<file path="config.mk">
export PLATFORM = sky130hd
export DESIGN_NAME = branch_predictor
export DESIGN_NICKNAME = d
export VERILOG_FILES = /design/src/rtl/branch_predictor.sv
export SDC_FILE = /design/constraint.sdc
export NUM_CORES = 1
export LEC_CHECK = 0
export CORE_MARGIN = 4
export CORE_UTILIZATION = 53
export DETAILED_ROUTE_END_ITERATION = 6
export PLACE_DENSITY = 0.73
export SLEW_MARGIN = 0
export SYNTH_ARGS = -nofsm -noshare
export SYNTH_HDL_FRONTEND = slang
export SYNTH_SLANG_ARGS = --single-unit
</file>
<file path="constraint.sdc">
create_clock -name clk -period 9.25 [get_ports clk]
set_input_delay 2.3125 -clock clk [delete_from_list [all_inputs] [get_ports clk]]
set_output_delay 2.3125 -clock clk [all_outputs]
set_load 0.05 [all_outputs]
</file>
<file path="src/rtl/branch_predictor.sv">
// -----------------------------------------------------------------------------
// branch_predictor
//
// Bimodal conditional-branch predictor for an in-order RISC-V front end.
// A 64-entry table of 2-bit saturating counters (indexed by pc[7:2]) gives a
// zero-latency taken/not-taken prediction for every fetched B-type instruction.
// Each branch that enters the pipeline is remembered in a 4-entry in-order
// queue. When execute resolves the oldest branch, the outcome is checked
// against the stored prediction and the counter is trained. A wrong prediction
// raises a redirect with the corrected fetch address and flushes the queue.
//
// Ports
//   clk, rst_n      clock, asynchronous active-low reset
//   if_valid        fetch-stage instruction valid
//   if_pc           address of the fetched instruction
//   if_instr        fetched instruction word
//   stall           front-end stall (same signal the PC register sees)
//   ex_valid        a conditional branch resolves in execute this cycle
//   ex_taken        actual outcome of that branch
//   pr_taken        predicted taken for the fetched instruction
//   pr_offs         B-type immediate of the fetched branch (0 if not a branch)
//   pr_miss         misprediction redirect request
//   br_addr         corrected fetch address, meaningful while pr_miss=1
//   bp_full         prediction queue full, front end must stall
// -----------------------------------------------------------------------------
module branch_predictor (
  input  logic        clk,
  input  logic        rst_n,
  input  logic        if_valid,
  input  logic [63:0] if_pc,
  input  logic [31:0] if_instr,
  input  logic        stall,
  input  logic        ex_valid,
  input  logic        ex_taken,
  output logic        pr_taken,
  output logic [12:0] pr_offs,
  output logic        pr_miss,
  output logic [63:0] br_addr,
  output logic        bp_full
);

  localparam logic [6:0] OPC_BRANCH = 7'b1100011;
  localparam logic [1:0] CTR_INIT   = 2'b01;   // weakly not-taken

  // Counter table
  logic [1:0]  ctr_q [64];
  logic [1:0]  ctr_d [64];

  // Queue storage and control
  logic [63:0] pc_q   [4];
  logic        pred_q [4];
  logic [12:0] offs_q [4];
  logic [1:0]  rd_ptr_q, rd_ptr_d;
  logic [1:0]  wr_ptr_q, wr_ptr_d;
  logic [2:0]  count_q,  count_d;

  logic        is_br;
  logic        push;
  logic        pop;
  logic [5:0]  head_idx;
  logic [1:0]  head_ctr;
  logic [63:0] head_pc;
  logic [63:0] head_sext;

  // Only opcode and immediate fields of the instruction matter here.
  logic        unused_instr_bits;
  assign unused_instr_bits = ^if_instr[24:12];

  // ---------------------------------------------------------------------------
  // Fetch side: decode and predict
  // ---------------------------------------------------------------------------
  assign is_br    = (if_instr[6:0] == OPC_BRANCH);
  assign bp_full  = (count_q == 3'd4);
  assign pr_taken = if_valid & is_br & ctr_q[if_pc[7:2]][1] & ~bp_full;
  assign pr_offs  = is_br ? {if_instr[31], if_instr[7], if_instr[30:25],
                             if_instr[11:8], 1'b0}
                          : 13'd0;

  // ---------------------------------------------------------------------------
  // Resolve side: compare against the oldest queued prediction
  // ---------------------------------------------------------------------------
  assign head_pc   = pc_q[rd_ptr_q];
  assign head_idx  = head_pc[7:2];
  assign head_ctr  = ctr_q[head_idx];
  assign head_sext = {{51{offs_q[rd_ptr_q][12]}}, offs_q[rd_ptr_q]};

  assign pop     = ex_valid & (count_q != 3'd0);
  assign pr_miss = pop & (ex_taken != pred_q[rd_ptr_q]);
  // Queue contents are unreset, so the address is forced to 0 while empty.
  assign br_addr = (count_q == 3'd0) ? 64'd0
                 : (ex_taken ? head_pc + head_sext : head_pc + 64'd4);

  // A pop frees a slot on the same edge, so a full queue still accepts a
  // push in a cycle that retires its head without a redirect. The stored
  // prediction is exactly what the front end saw on pr_taken.
  assign push = if_valid & is_br & ~stall & (~bp_full | pop) & ~pr_miss;

  // ---------------------------------------------------------------------------
  // Next-state logic
  // ---------------------------------------------------------------------------
  always_comb begin
    // NOTE: every output of a combinational block gets a default first so
    // that no path leaves it unassigned and a latch is never inferred.
    ctr_d    = ctr_q;
    rd_ptr_d = rd_ptr_q;
    wr_ptr_d = wr_ptr_q;
    count_d  = count_q;

    // Train the head's counter on every retire, redirect or not.
    if (pop) begin
      if (ex_taken && head_ctr != 2'b11) begin
        ctr_d[head_idx] = head_ctr + 2'd1;
      end else if (!ex_taken && head_ctr != 2'b00) begin
        ctr_d[head_idx] = head_ctr - 2'd1;
      end
    end

    if (pr_miss) begin
      // Everything younger than the head was fetched down the wrong path.
      rd_ptr_d = 2'd0;
      wr_ptr_d = 2'd0;
      count_d  = 3'd0;
    end else begin
      if (push) wr_ptr_d = wr_ptr_q + 2'd1;
      if (pop)  rd_ptr_d = rd_ptr_q + 2'd1;
      case ({push, pop})
        2'b10:   count_d = count_q + 3'd1;
        2'b01:   count_d = count_q - 3'd1;
        default: count_d = count_q;
      endcase
    end
  end

  // ---------------------------------------------------------------------------
  // State registers
  // ---------------------------------------------------------------------------
  // NOTE: the counter table is reset because its initial value (weakly
  // not-taken) is architecturally visible; the queue payload below is not,
  // since count gates every use of it.
  always_ff @(posedge clk or negedge rst_n) begin
    if (!rst_n) begin
      for (int i = 0; i < 64; i++) ctr_q[i] <= CTR_INIT;
      rd_ptr_q <= 2'd0;
      wr_ptr_q <= 2'd0;
      count_q  <= 3'd0;
    end else begin
      // NOTE: sequential state uses non-blocking assignments so every flop
      // samples the pre-edge values, independent of statement order.
      ctr_q    <= ctr_d;
      rd_ptr_q <= rd_ptr_d;
      wr_ptr_q <= wr_ptr_d;
      count_q  <= count_d;
    end
  end

  always_ff @(posedge clk) begin
    if (push) begin
      pc_q[wr_ptr_q]   <= if_pc;
      pred_q[wr_ptr_q] <= pr_taken;
      offs_q[wr_ptr_q] <= pr_offs;
    end
  end

endmodule
</file>
==> impl_summary.log <==
INFO  metric setup-violations-final = 0
INFO  metric num_vias = between 15000 and 20000
INFO  metric cts_hold_repair.buffers = 0
INFO  metric synth-edff-count = 308
INFO  metric gpl.final_weighted_congestion = 0.912
INFO  metric period_share = 0.919
INFO  metric clock_path_buffers = 3
INFO  metric grt_pass1_vias = 17301
INFO  metric ys_types = 86
INFO  metric insertion_delay = 580 ps
INFO  metric cts_inserted_buffers = 45
INFO  metric finalMaxSlewViolations = 0
INFO  metric seqPwrFrac = 0.229
INFO  metric timing_worst_slew_pin_value = 1100 ps
INFO  metric clk_pin_slew_worst_paths = approximately 60 ps
INFO  metric synth-seq-cells = 443
INFO  metric die-height = 221 um
INFO  metric largest_net_degree_at_the_start_of_global_routing = 70
INFO  metric ff2ff_setup_slack = 3150 ps
INFO  metric clock.fmax = 118 MHz
INFO  metric cts.repair_timing.setup_buffer_count = 0
INFO  metric cts_tree = yes
INFO  metric timing.slew.headroom = 0.262
INFO  metric cell_area_power_density = 404 mW/mm2
INFO  metric dpl_cell_area = 0.0261 mm2
INFO  metric switching_share = 0.479
INFO  metric intPower = 0.00582 W
INFO  metric mappedNetlistArea = 0.0241 mm2
INFO  metric antenna_found_initial = 2
INFO  metric drt-wirelength-per-cell = 24.1 um
INFO  metric post-route-drc-count = 0
INFO  metric clock_skew = roughly 14 ps
INFO  metric drive_gt1_frac = 0.186
INFO  metric drt.antenna.violating_nets = 0
INFO  metric worstRegToRegCells = 15
INFO  metric globalRoute.totalOverflow = 0
INFO  metric cts_root_buf = clkbuf_16
INFO  metric asyncSetResetFlopFracSynth = 0.305
INFO  metric ys_seq_area_frac = 0.528
INFO  metric setup.worst_path.end_class = output pin
INFO  metric timing.critical_path.required = 6940 ps
INFO  metric standard_cell_rows = 77
INFO  metric power.static_leakage = 9.86 nW
INFO  metric r2r-end = ctr_q[101]
INFO  metric worst-endpoint-arrival = 6190 ps
INFO  metric ir_worst_vdd = roughly 0.00070 V
INFO  metric rr_startpoint = rd_ptr_q[0]
INFO  metric rsz0062_at_grt = false
INFO  metric io_buffer_count = 167
INFO  metric power.combinational.fraction = 0.610
INFO  metric routed_wirelength = 65800 um
INFO  metric syn-instance-count = 1965
INFO  metric core_area = 0.0446 mm2
INFO  metric outcome = completed
INFO  metric period_minus_ws_final = 8500 ps
INFO  metric drt-initial-drc-count = 1432
INFO  metric cp-endpoint = br_addr[61]
INFO  metric syn-mean-instance-area = 12.3 um2
INFO  metric area.growth.synth_to_final = 14.6%
INFO  metric die_area = about 0.049 mm2
INFO  metric yosys_most_used_dff = edfxtp_1
INFO  metric drt-vias-per-instance = about 6.2
INFO  metric finalNetCount = ~2300
INFO  metric floorplan.die.width = ~220 um
INFO  metric final.setup.tns = 0 ps
INFO  metric synthesis.nets = roughly 2100
INFO  metric global_route.usage.total = 0.264
INFO  metric cp-startpoint = rd_ptr_q[0]
INFO  metric path_max_fanout = 36
INFO  metric ys_warn_count = 0
INFO  metric clkPwrFrac = 0.161
INFO  metric switching_power = between 0.005 and 0.006 W
INFO  metric timing.max_cap.violations = 0
INFO  metric worstSetupStartpointType = register
INFO  metric worst_setup_path_category = reg2out
INFO  metric min_path_type = reg2reg
INFO  metric wire_length_of_the_first_global_routing_pass = ~100000 um
INFO  metric final_hold_viol_count = 0
INFO  metric start_util = 0.540
INFO  metric io-pin-count = 182
INFO  metric clock_tree.htree_level_count = 2
INFO  metric drt_pre_antenna_iters = 5
INFO  metric cts_num_sinks = 443
INFO  metric design_area = between 0.02 and 0.03 mm2
INFO  metric post_cts.resized_instances = 0
INFO  metric hpwl = 45400 um
## cell families after synthesis
kind of cell | after synthesis | share of synthesized area
simple gates | 585 | 0.116
flops | 443 | 0.528
compound gates | 441 | 0.119
mux | 176 | 0.128
buf+inv | 128 | 0.0272
xor+xnor | 120 | 0.0436
fa+ha+maj | 71 | 0.0375
other cells | 1 | 0.000156
## power by group through the flow
stage          Sequential [W]  Combinational, W  Clock (W)
6_report              0.00255           0.00680    0.00180
5_1_grt               0.00257           0.00729    0.00191
4_1_cts               0.00255           0.00674    0.00182
3_5_place_dp          0.00258           0.00670          0
3_3_place_gp          0.00257           0.00667          0
2_1_floorplan         0.00250           0.00497          0
## metal layers
layer	track usage	part of all wire
met1	0.362	0.42
met2	0.438	0.49
met3	0.0313	0.060
met4	0.101	0.038
met5	0	0
## worst min-delay path by stage
stage / startpoint / depth (start not counted) / end / slack [ps]
after detailed placement: register / 2 / register / 470
after floorplan: register / 2 / register / 460
after CTS: register / 2 / register / 480
final: register / 2 / register / 480
after global placement: register / 2 / register / 460
after global routing: register / 2 / register / 500
## final cells by class
class | instances | area (um2)
Antenna cell | 3 | 7.51
Clock buffer | 66 | 1300
Clock inverter | 17 | 160
Fill cell | 3444 | 17000
Inverter | 24 | 90.1
Multi-Input combinational cell | 1394 | 10700
Sequential cell | 443 | 12700
Tap cell | 592 | 741
Timing Repair Buffer | 190 | 1850
## worst max-delay path: stages (launching register included)
cell and delay [ps]:
dfrtp_4 590, buf_12 300, mux4_2 820, ha_1 480
a21o_1 180, a311oi_1 140, nor2_1 260, a21oi_2 130
or3b_4 450, a221o_1 450, o31ai_4 380, o21ai_2 110
and3_1 170, o32ai_1 250, clkdlybuf4s50_1 850
## per-stage QoR
step                      hold WS (ps)  setup slack [ps]  power (W)  utilization  cells
after floorplan                    456               914    0.00747            -   1965
after global placement             464              1210    0.00924        0.586   2643
after detailed placement           473              1200    0.00929        0.586   2643
after CTS                          481               700     0.0111        0.619   2726
after global routing               496               460     0.0118        0.619   2729
final                              478               751     0.0112        0.619   2729
## placed cells by master, fill, tap and decap left out, types with 14 or more instances in the layout
master and n:
nor2_1 232, xnor2_1 73, buf_4 24, o21ai_0 75
a211oi_1 39, a21oi_2 41, ha_1 69, nand2_1 129
mux2_2 66, clkbuf_1 14, edfxtp_1 308, nand4_1 24
xor2_1 46, inv_1 23, o22ai_1 58, dfstp_2 64
and3_1 23, a21o_1 32, clkdlybuf4s50_1 165, a21oi_1 116
clkbuf_16 47, dfrtp_1 69, mux4_2 93, and2_1 28
nand3_1 38, nor3_1 22, nor4_1 15
## synthesized netlist by cell type, drive strengths merged, types with 25 or more instances
cell,n,share of area
a211oi,41,0.013
a21o,32,0.010
a21oi,157,0.039
and2,32,0.0083
buf,46,0.014
clkbuf,58,0.0090
dfrtp,71,0.074
dfstp,64,0.070
edfxtp,308,0.38
ha,69,0.036
mux2,67,0.031
mux4,98,0.092
nand2,131,0.021
nand3,41,0.0091
nand4,25,0.0068
nor2,233,0.036
nor3,29,0.0078
o21ai,80,0.017
o22ai,58,0.015
xnor2,74,0.027
xor2,46,0.017
Note: power is estimated with default switching activity, not from simulation.
